`src/rtl/timer_pair_sequencer.sv`:
```
// Programs and runs a chained low/high counter-timer pair as one 64-bit period timer,
// restarting it for repeat_n periods (or forever) and pulsing done on normal completion.
module timer_pair_sequencer #(
  parameter logic [4:0] CFG_RUN  = 5'b01011,
  parameter logic [4:0] CFG_HALT = 5'b01010
) (
  input  logic        clkin,
  input  logic        resetn,
  input  logic        start,
  input  logic        abort,
  input  logic [63:0] period,
  input  logic [7:0]  repeat_n,
  input  logic        expire_in,
  output logic [31:0] wdata,
  output logic [3:0]  lo_val_we,
  output logic [3:0]  lo_dat_we,
  output logic [3:0]  hi_val_we,
  output logic [3:0]  hi_dat_we,
  output logic        lo_cfg_we,
  output logic        hi_cfg_we,
  output logic        busy,
  output logic        done,
  output logic [7:0]  period_cnt
);

  localparam logic [3:0] StIdle    = 4'd0;
  localparam logic [3:0] StLdLoVal = 4'd1;
  localparam logic [3:0] StLdHiVal = 4'd2;
  localparam logic [3:0] StLdLoDat = 4'd3;
  localparam logic [3:0] StLdHiDat = 4'd4;
  localparam logic [3:0] StCfgHi   = 4'd5;
  localparam logic [3:0] StCfgLo   = 4'd6;
  localparam logic [3:0] StRun     = 4'd7;
  localparam logic [3:0] StRstLo   = 4'd8;
  localparam logic [3:0] StHaltLo  = 4'd9;
  localparam logic [3:0] StHaltHi  = 4'd10;

  logic [3:0]  state_q, state_d;
  logic [63:0] period_q, period_d;
  logic [7:0]  repeat_q, repeat_d;
  logic [7:0]  cnt_q, cnt_d;
  logic        flag_q, flag_d;
  logic        expire_q;
  logic        expire_edge;
  logic        abort_ok;

  logic [31:0] wdata_q, wdata_d;
  logic [3:0]  lo_val_we_q, lo_val_we_d, hi_val_we_q, hi_val_we_d;
  logic [3:0]  lo_dat_we_q, lo_dat_we_d, hi_dat_we_q, hi_dat_we_d;
  logic        lo_cfg_we_q, lo_cfg_we_d, hi_cfg_we_q, hi_cfg_we_d;
  logic        busy_q, busy_d, done_q, done_d;

  assign expire_edge = expire_in & ~expire_q;
  assign abort_ok    = abort && (state_q != StIdle) && (state_q != StHaltLo) &&
                       (state_q != StHaltHi);

  always_comb begin
    state_d  = state_q;
    period_d = period_q;
    repeat_d = repeat_q;
    cnt_d    = cnt_q;
    flag_d   = flag_q;
    case (state_q)
      StIdle: begin
        if (start) begin
          state_d  = StLdLoVal;
          period_d = period;
          repeat_d = repeat_n;
          cnt_d    = 8'd0;
          flag_d   = 1'b0;
        end
      end
      StLdLoVal: state_d = StLdHiVal;
      StLdHiVal: state_d = StLdLoDat;
      StLdLoDat: state_d = StLdHiDat;
      StLdHiDat: state_d = StCfgHi;
      StCfgHi:   state_d = StCfgLo;
      StCfgLo:   state_d = StRun;
      StRun: begin
        if (expire_edge) begin
          cnt_d = cnt_q + 8'd1;
          if ((repeat_q != 8'd0) && (cnt_d == repeat_q)) begin
            state_d = StHaltLo;
            flag_d  = 1'b1;
          end else begin
            state_d = StRstLo;
          end
        end
      end
      StRstLo:  state_d = StCfgLo;
      StHaltLo: state_d = StHaltHi;
      StHaltHi: state_d = StIdle;
      default:  state_d = StIdle;
    endcase
    // Abort wins over a same-cycle expiry: that period is not counted.
    if (abort_ok) begin
      state_d = StHaltLo;
      flag_d  = 1'b0;
      cnt_d   = cnt_q;
    end
  end

  // Outputs are decoded from the next state so the strobes appear in the state's own cycle.
  always_comb begin
    wdata_d     = 32'd0;
    lo_val_we_d = 4'h0;
    hi_val_we_d = 4'h0;
    lo_dat_we_d = 4'h0;
    hi_dat_we_d = 4'h0;
    lo_cfg_we_d = 1'b0;
    hi_cfg_we_d = 1'b0;
    case (state_d)
      StLdLoVal: begin lo_val_we_d = 4'hF; wdata_d = period_d[31:0];  end
      StLdHiVal: begin hi_val_we_d = 4'hF; wdata_d = period_d[63:32]; end
      StLdLoDat: begin lo_dat_we_d = 4'hF; wdata_d = period_d[31:0];  end
      StLdHiDat: begin hi_dat_we_d = 4'hF; wdata_d = period_d[63:32]; end
      StCfgHi:   begin hi_cfg_we_d = 1'b1; wdata_d = {27'd0, CFG_RUN};  end
      StCfgLo:   begin lo_cfg_we_d = 1'b1; wdata_d = {27'd0, CFG_RUN};  end
      StRstLo:   begin lo_cfg_we_d = 1'b1; wdata_d = {27'd0, CFG_HALT}; end
      StHaltLo:  begin lo_cfg_we_d = 1'b1; wdata_d = {27'd0, CFG_HALT}; end
      StHaltHi:  begin hi_cfg_we_d = 1'b1; wdata_d = {27'd0, CFG_HALT}; end
      default: ;
    endcase
    busy_d = (state_d != StIdle);
    done_d = (state_q == StHaltHi) && flag_q;
  end

  always_ff @(posedge clkin or negedge resetn) begin
    if (!resetn) begin
      state_q     <= StIdle;
      period_q    <= 64'd0;
      repeat_q    <= 8'd0;
      cnt_q       <= 8'd0;
      flag_q      <= 1'b0;
      expire_q    <= 1'b0;
      wdata_q     <= 32'd0;
      lo_val_we_q <= 4'h0;
      hi_val_we_q <= 4'h0;
      lo_dat_we_q <= 4'h0;
      hi_dat_we_q <= 4'h0;
      lo_cfg_we_q <= 1'b0;
      hi_cfg_we_q <= 1'b0;
      busy_q      <= 1'b0;
      done_q      <= 1'b0;
    end else begin
      state_q     <= state_d;
      period_q    <= period_d;
      repeat_q    <= repeat_d;
      cnt_q       <= cnt_d;
      flag_q      <= flag_d;
      expire_q    <= expire_in;
      wdata_q     <= wdata_d;
      lo_val_we_q <= lo_val_we_d;
      hi_val_we_q <= hi_val_we_d;
      lo_dat_we_q <= lo_dat_we_d;
      hi_dat_we_q <= hi_dat_we_d;
      lo_cfg_we_q <= lo_cfg_we_d;
      hi_cfg_we_q <= hi_cfg_we_d;
      busy_q      <= busy_d;
      done_q      <= done_d;
    end
  end

  assign wdata      = wdata_q;
  assign lo_val_we  = lo_val_we_q;
  assign hi_val_we  = hi_val_we_q;
  assign lo_dat_we  = lo_dat_we_q;
  assign hi_dat_we  = hi_dat_we_q;
  assign lo_cfg_we  = lo_cfg_we_q;
  assign hi_cfg_we  = hi_cfg_we_q;
  assign busy       = busy_q;
  assign done       = done_q;
  assign period_cnt = cnt_q;

endmodule

```
`config.mk`:
```
export PLATFORM = sky130hd
export DESIGN_NAME = timer_pair_sequencer
export DESIGN_NICKNAME = d
export VERILOG_FILES = /design/src/rtl/timer_pair_sequencer.sv
export SDC_FILE = /design/constraint.sdc
export NUM_CORES = 1
export LEC_CHECK = 0
export BUFFER_PORTS_ARGS = -buffer_cell sky130_fd_sc_hd__buf_4
export CORE_MARGIN = 2
export CORE_UTILIZATION = 40
export DETAILED_ROUTE_END_ITERATION = 10
export GPL_ROUTABILITY_DRIVEN = 0
export SLEW_MARGIN = 20
export SYNTH_ARGS = -nofsm -noshare
export SYNTH_HDL_FRONTEND = slang
export SYNTH_SLANG_ARGS = --single-unit
```
`constraint.sdc`:
```
create_clock -name clkin -period 5.75 [get_ports clkin]
set_input_delay 0.2875 -clock clkin [delete_from_list [all_inputs] [get_ports clkin]]
set_output_delay 0.2875 -clock clkin [all_outputs]
set_load 0.02 [all_outputs]
```
==> results of run 1 <==
## cell usage after synthesis, types with 6 or more instances
cell type | count | area share [%]
a32o_1 | 30 | 5.5
buf_2 | 18 | 1.7
xnor2_1 | 6 | 0.97
nor2b_1 | 7 | 0.81
dfrtp_1 | 126 | 58
o21ai_0 | 15 | 1.4
nor2_1 | 17 | 1.2
clkbuf_1 | 10 | 0.69
buf_4 | 13 | 1.8
mux2_2 | 72 | 15
nand2_1 | 7 | 0.49
## critical path, stage by stage, from the launching register on
cell and delay, ps:
dfrtp_2 760, nor2_1 280, and3_4 880, or2_2 720
nand2_1 110, a32oi_1 220
## final cells by class
type | instances | area, um^2
multi-input cells | 235 | 2010
inverters | 5 | 18.8
well taps | 176 | 220
fillers | 1185 | 6160
flip-flops and latches | 126 | 3150
repair buffers | 140 | 1060
clock inverters | 9 | 133
clock buffers | 23 | 488
## how the worst max path moves through the flow
stage / startpoint / endpoint / slack [ps]
floorplan: period_cnt[0] / flag_q / 3840
global placement: state_q[0] / wdata[0] / 2670
detailed placement: state_q[0] / wdata[0] / 2610
CTS: state_q[0] / wdata[0] / 2600
global route: state_q[0] / wdata[0] / 2390
finish: state_q[0] / wdata[0] / 2670
## placed cells by master, fill, tap and decap left out, types with 4 or more instances in the layout
master     Yosys  routed
a31oi_1        5       5
inv_1          5       5
o21ai_0       15      15
nor3_1         5       5
mux2_2        72      72
clkbuf_16      0      17
clkbuf_8       0       4
a32o_1        30      30
nor2b_1        7       7
xnor2_1        6       6
nor2_1        17      17
nand2_1        7       7
nand3_1        4       4
dfrtp_1      126     125
xor2_1         4       4
buf_4         13     138
o31ai_1        5       5
## flip-flops by register name (all words and copies together), names as in the netlist, 4 cells and up
| name | count |
|---|---|
| period_cnt | 8 |
| state_q | 4 |
| repeat_q | 8 |
| wdata | 32 |
| period_q | 64 |
## where the power goes
| part | total [mW] | internal [mW] | switching (mW) |
|---|---|---|---|
| registers | 1.52 | 1.27 | 0.248 |
| clock network | 1.10 | 0.727 | 0.372 |
| logic | 1.36 | 0.666 | 0.690 |
## cells by family (layout without fill, tap and decap cells)
logic type,count (synthesis),after routing
xor gates and xnor gates,10,10
adders and majority gates,1,1
buffers and inverters,48,177
AOI/OAI and AO/OA,79,79
and+or+nand+nor,73,73
DFF,126,126
muxes,72,72
## metrics by stage
stage	instance area, um^2	util (%)	std cells	setup slack, ps
finish	7080	53.4	714	2670
global route	7080	53.4	714	2390
CTS	7080	53.4	714	2600
detailed placement	6440	48.6	680	2610
global placement	6440	48.6	680	2670
floorplan	5420	-	409	3840
## routing by layer
metal	GRT usage [%]	wire [um]	up-vias
li1	-	-	1734
met1	23.6	5510	1883
met2	27.8	6150	131
met3	4.72	703	14
met4	7.34	159	0
met5	0	0	-
==> flow_summary.toml, run 1 <==
[outcome]
status = "finished, final reports clean"

[route]
drc_errors = 0
wl_mm = 12.5
drt_iter0_drc = 245
ant_nets = 0
post_drt_wl_per_cell_um = 17.5
avgViaCountPerCell = 5.27
firstDrtPassIters = 5
vias = 3762

[synth]
syn_avg_cell_area_um2 = 13.2
synth_top_family_by_area = "multiplexers"
synth_nets = 487
syn_inst = 409
synth_flop_cell = "dfrtp_1"
synth_area_um2 = 5420
synth-edff-count = 0
yosysWarnings = 0
yosysUniqueCellTypes = 53
synthMuxAreaShare_pct = 15.0
synth-simple-area-share_pct = 7.90
synth-adder-area-share_pct = 0.231
ys_async_sr_fraction_pct = 100
yosysSeqAreaShare_pct = 58.2
synthXorXnorAreaFrac_pct = 1.62
synth-compound-area-share_pct = 12.2
synth-seq-cells = 126

[cts]
cts_resized = 0
clockBufferDepth = 2
cts_tree = "done"
clkTransAtPathRegs_ps = 50
clkLatencyLatePin_ps = 410
postCtsHoldBufs = 2
cts_num_sinks = 126
post_cts_buffers = 0
clock-root-buffer = "clkbuf_16"
cts_made_buffers = 17
htreeDepth = 4

[global_routing]
grt_max_degree = 77
grt_pass1_vias = 3854
grtUsageTotal_pct = 17.8
grt_pass1_wl_mm = 20.0
overflow = 0
antenna_found_initial = 0

[worst_setup_path]
endpoint_kind = "flop"
cp-start-kind = "flop"
worstPathArrival_ps = 3400
crit_fanout = 76
worstPathRequired_ps = 6070
worst_r2r_endpoint = "wdata[0]"
r2r_cells = 5
rr_startpoint = "state_q[0]"
r2r_slack_ps = 2670
crit_type = "flop to flop"

[power_and_ir_drop]
powerDensity_nw_per_um2 = 562
p_leak_nw = 3.19
max-vdd-ir-drop_uv = 219
total_power_mw = 3.98

[timing]
hold_viol_final = 0
max_slew_margin_pct = 31.2
tightest_slew_ps = 1030
setup_viol = 0
fin_skew_ps = 5.27
rsz0062_at_grt = "no"
fmax_ghz = 0.325
fin_crit_ps = 3080
setup_tns_ps = 0
drv_slew = 0
whs_ps = 109
period_share_pct = 53.5

[die]
die_h_um = 120
core-area_um2 = 13200
die_area_um2 = 14500
initial_core_util_pct = 40.9
rows = 42
die_x_um = 120
pin_count = 137

[run]
drv_cap = 0

[hold_path]
hold_depth = 2
worstHoldStart = "repeat_n[5]"
whs_endpoint = "repeat_q[5]"
hp-class = "input port to flop"

[final_layout]
nNetsFinal = 603
drive_gt1_share_pct = 46.3
syn_to_final_growth_pct = 30.7
antennaDiodeCount = 0

[place]
place_hpwl_mm = 8.13
port_buffers = 136
No activity file was read; power rests on OpenSTA's default activity.
==> inputs of run 2 (changes only) <==
ABC_AREA = 1   (was unset)
clock period = 2.9 ns   (was 5.75 ns; I/O delays follow)
==> flow_summary.toml, run 2 <==
[power_and_ir_drop]
total_power_mw = 8.23
max-vdd-ir-drop_uv = 555
powerDensity_nw_per_um2 = 1030
p_leak_nw = 4.26

[timing]
fmax_ghz = 0.398
setup_viol = 0
worst_slack_ps = 390
period_share_pct = 86.6
max_slew_margin_pct = 46.6
fin_skew_ps = 5.89
hold_viol_final = 0
whs_ps = 87.2
setup_tns_ps = 0
tightest_slew_ps = 801
drv_slew = 0
rsz0062_at_grt = "no"
fin_crit_ps = 2510

[outcome]
status = "finished, final reports clean"

[global_routing]
antenna_found_initial = 0
grt_pass1_wl_mm = 23.1
grt_pass1_vias = 4932
overflow = 0
grtUsageTotal_pct = 19.9
grt_max_degree = 67

[final_layout]
largest_register_ffs = 64
fillers = 1271
layout_commonest_cell = "nand2_1"
instances_no_fill = 1014
largest_register = "period_q"
utilization_pct = 58.2
syn_to_final_growth_pct = 42.9
antennaDiodeCount = 0
regArea_um2 = 3150
nNetsFinal = 900
final_cell_mix = "270 x nand2_1, 143 x buf_4, 126 x dfrtp_1, 72 x dlygate4sd3_1, 66 x nand2_2"
design_area_um2 = 8020
drive_gt1_share_pct = 33.2
multiInputGateArea_um2 = 2070

[synth]
yosysWarnings = 0
post-synth-top-area-fraction_pct = 56.2
syn_avg_cell_area_um2 = 9.06
syn_inst = 619
yosysSeqAreaShare_pct = 56.2
yosysUniqueCellTypes = 38
synth-edff-count = 0
synth_nets = 697
synthTopCellsByCount = "270 x nand2_1, 126 x dfrtp_1, 66 x nand2_2, 26 x inv_1, 16 x o21ai_0"
ys_async_sr_fraction_pct = 100
synth_top_cells_by_area = "dfrtp_1 56%, nand2_1 18%, nand2_2 7.4%, inv_1 1.7%, buf_4 1.6%"
yosys.area.top_type = "dfrtp_1"
yosysMostFrequentCell = "nand2_1"
synth_flop_cell = "dfrtp_1"
synth_area_um2 = 5610
synth-seq-cells = 126

[cts]
clkLatencyLatePin_ps = 410
cts_tree = "done"
cts_num_sinks = 126
htreeDepth = 4
clockBufferDepth = 2
clock-root-buffer = "clkbuf_16"
cts_made_buffers = 17
cts_resized = 0
clkTransAtPathRegs_ps = 60

[worst_setup_path]
crit_start = "period_cnt[0]"
rr_startpoint = "period_cnt[0]"
r2r_cells = 15
worstPathRequired_ps = 3250
endpoint_kind = "flop"
cp-start-kind = "flop"
worstPathArrival_ps = 2860
crit_fanout = 30
crit_type = "flop to flop"

[die]
rows = 43
die_x_um = 122
core-area_um2 = 13800
pin_count = 137
initial_core_util_pct = 40.7
die_h_um = 122
die_area_um2 = 15000

[route]
drt_iter0_drc = 331
vias = 4694
avgViaCountPerCell = 4.63
firstDrtPassIters = 5
wl_mm = 13.9
ant_nets = 0
post_drt_wl_per_cell_um = 13.7
drc_errors = 0

[place]
place.detailed.instances = 909
place_hpwl_mm = 8.87
placed_cell_area_um2 = 6690
dp_slack_ps = 254
port_buffers = 136

[hold_path]
hp-class = "input port to flop"
worstHoldStart = "period[3]"
hold_depth = 4

[run]
drv_cap = 0
## run 2: cell count changes after synthesis, moves of 6 or more
cell / before / now
inv_2: 0 / 8
buf_2: 18 / 7
inv_1: 5 / 26
mux2_2: 72 / 0
nand2_1: 7 / 270
nand3_1: 4 / 14
nor2b_1: 7 / 0
nand2_2: 0 / 66
a32o_1: 30 / 0
xnor2_1: 6 / 0
## run 2: worst paths after layout
path / slack [ps] / end
max in group asynchronous: 1700 / period_q[25]
min: 90 / period_q[3]
min in group asynchronous: 370 / period_cnt[2]
max reg2reg: 390 / wdata[27]
max: 390 / wdata[27]
min reg2reg: 480 / period_q[35]
## run 2: logic make-up after synthesis
family | Yosys count | share of synthesized area (%)
buf+inv | 69 | 6.89
simple gates | 387 | 32.0
compound gates | 34 | 4.13
fa+ha+maj | 1 | 0.223
flops | 126 | 56.2
xor+xnor | 2 | 0.580
## run 2: layout make-up
class / instances / area share, %
multi-input combinational: 424 / 25.8
timing repair buffer: 217 / 22.9
clock buffer: 20 / 5.70
clock inverter: 11 / 1.76
sequential: 126 / 39.3
inverter: 36 / 1.72
tap: 180 / 2.81
## run 2: what timing repair did
action / CTS / global route
hold buffers: 72 / 0
setup endpoints to repair: 0 / 1
buffers inserted: 0 / 2
hold endpoints to repair: 131 / 0
## run 2: metal layers
metal  vias up  GRT usage (%)  wire, um  share of wire (%)
met2       155           32.8      6970                 50
met4         0           8.05       255                1.8
met1      2218           25.1      5970                 43
met5         -              0         0                  0
li1       2299              -         -                  -
met3        22           4.88       716                5.1
## run 2: worst max-delay path, cell delays in order (launching register included)
cell and delay, ps:
dfrtp_1 450, ha_1 330, inv_1 50, nand2_1 50, nand2_1 50, nor2_1 100, nand2_1 60, nor2_1 130
nand3_1 130, nor2_4 140, nand4_4 120, nand2_2 130, nand3_4 100, nand2_4 430, nand2_2 70, nand2_1 90
## run 2: where the power goes
| part | leakage [nW] | internal [mW] | switching, mW | total, mW |
|---|---|---|---|---|
| Combinational | 2.35 | 1.21 | 2.15 | 3.36 |
| Sequential | 1.62 | 2.42 | 0.300 | 2.72 |
| Clock | 0.288 | 1.38 | 0.762 | 2.15 |
==> inputs of run 3 (changes only) <==
PLACE_DENSITY = 0.69   (was unset)
==> flow_summary.toml, run 3 (synthesis gave the netlist of run 2 again) <==
[cts]
post_cts_buffers = 0
htreeDepth = 4
clkTransAtPathRegs_ps = 50
clock-root-buffer = "clkbuf_16"
clkLatencyLatePin_ps = 420
cts_num_sinks = 126
clockBufferDepth = 2
cts_tree = "done"
cts_made_buffers = 17

[hold_path]
hold_depth = 4
hp-class = "input port to flop"
whs_endpoint = "period_q[1]"
worstHoldStart = "period[1]"

[die]
pin_count = 137
die_x_um = 122
rows = 43
die_area_um2 = 15000
core-area_um2 = 13800
initial_core_util_pct = 40.7
die_h_um = 122

[worst_setup_path]
worstPathArrival_ps = 2880
r2r_cells = 15
crit_fanout = 30
worst_r2r_endpoint = "wdata[19]"
cp-start-kind = "flop"
endpoint_kind = "flop"
crit_type = "flop to flop"
rr_startpoint = "period_cnt[0]"
r2r_slack_ps = 380
worstPathRequired_ps = 3250

[run]
drv_cap = 0

[timing]
setup_tns_ps = 0
rsz0062_at_grt = "no"
drv_slew = 0
fin_crit_ps = 2520
tightest_slew_ps = 925
period_share_pct = 87.0
fin_skew_ps = 10.8
setup_viol = 0
max_slew_margin_pct = 38.4
fmax_ghz = 0.396
hold_viol_final = 0

[final_layout]
syn_to_final_growth_pct = 42.6
fillers = 1196
drive_gt1_share_pct = 33.1
largest_register = "period_q"
largest_register_ffs = 64
nNetsFinal = 898
layout_commonest_cell = "nand2_1"
antennaDiodeCount = 0
final_cell_mix = "270 x nand2_1, 142 x buf_4, 126 x dfrtp_1, 72 x dlygate4sd3_1, 66 x nand2_2"

[route]
drt_iter0_drc = 370
post_drt_wl_per_cell_um = 13.8
avgViaCountPerCell = 4.73
ant_nets = 0
wl_mm = 14.0
vias = 4790
firstDrtPassIters = 5
drc_errors = 0

[place]
port_buffers = 136
place_hpwl_mm = 8.79

[global_routing]
grt_pass1_wl_mm = 22.8
grt_pass1_vias = 4782
antenna_found_initial = 0
grt_max_degree = 73
overflow = 0
grtUsageTotal_pct = 19.8

[power_and_ir_drop]
powerDensity_nw_per_um2 = 1020
max-vdd-ir-drop_uv = 524
p_leak_nw = 4.26
total_power_mw = 8.17

[outcome]
status = "finished, final reports clean"
==> run 3: what timing repair did <==
| item | 4_1_cts | 5_1_grt |
|---|---|---|
| hold endpoints to repair | 141 | 0 |
| resized for setup | 0 | 0 |
| hold buffers | 72 | 0 |
==> run 3: worst max-delay path by stage <==
stage	from	endpoint	slack [ps]	cells after the start
2_1_floorplan	period_cnt[0]	wdata[1]	750	17
3_3_place_gp	period_cnt[0]	wdata[0]	470	17
3_5_place_dp	period_cnt[0]	wdata[3]	380	15
4_1_cts	period_cnt[0]	wdata[22]	370	17
5_1_grt	period_cnt[0]	wdata[0]	90	14
6_report	period_cnt[0]	wdata[19]	380	15
==> run 3: report_power, final <==
part / switching (mW) / total (mW) / leakage [nW] / internal (mW)
Combinational: 2.15 / 3.29 / 2.34 / 1.14
Sequential: 0.301 / 2.72 / 1.62 / 2.42
Clock: 0.749 / 2.16 / 0.299 / 1.41
==> run 3: worst max-delay path, cell delays in order (launching register included) <==
cell and delay (ps):
dfrtp_1 460, ha_1 330, inv_1 50, nand2_1 50
nand2_1 50, nor2_1 120, nand2_1 80, nor2_1 90
nand3_1 120, nor2_4 130, nand4_4 110, nand2_2 120
nand3_4 90, nand2_4 430, nand2_2 100, nand2_1 100
==> run 3: per-stage QoR <==
| step | setup WS (ps) | hold slack [ps] | area [um^2] | util [%] | std cells |
|---|---|---|---|---|---|
| after floorplan | 750 | -151 | 5610 | - | 619 |
| after CTS | 374 | 88.7 | 8000 | 58.1 | 1013 |
| final | 378 | 105 | 8000 | 58.1 | 1013 |
| after global placement | 474 | 268 | 6670 | 48.4 | 909 |
| after global routing | 88.9 | 127 | 8000 | 58.1 | 1013 |
| after detailed placement | 376 | 269 | 6670 | 48.4 | 909 |
==> run 3: layout make-up <==
type / instances / area [um^2] / share of cell area [%]
Clock buffer: 21 / 470 / 5.88
Clock inverter: 11 / 139 / 1.74
Inverter: 36 / 138 / 1.72
Multi-Input combinational cell: 424 / 2070 / 25.9
Sequential cell: 126 / 3150 / 39.4
Tap cell: 180 / 225 / 2.81
Timing Repair Buffer: 215 / 1810 / 22.6
==> run 3: routing by layer <==
| metal | vias to the layer above | global-route usage (%) | wire (um) |
|---|---|---|---|
| li1 | 2297 | - | - |
| met1 | 2272 | 25.1 | 5930 |
| met2 | 190 | 32.0 | 6830 |
| met3 | 31 | 5.95 | 1010 |
| met4 | 0 | 7.76 | 264 |
| met5 | - | 0 | 0 |
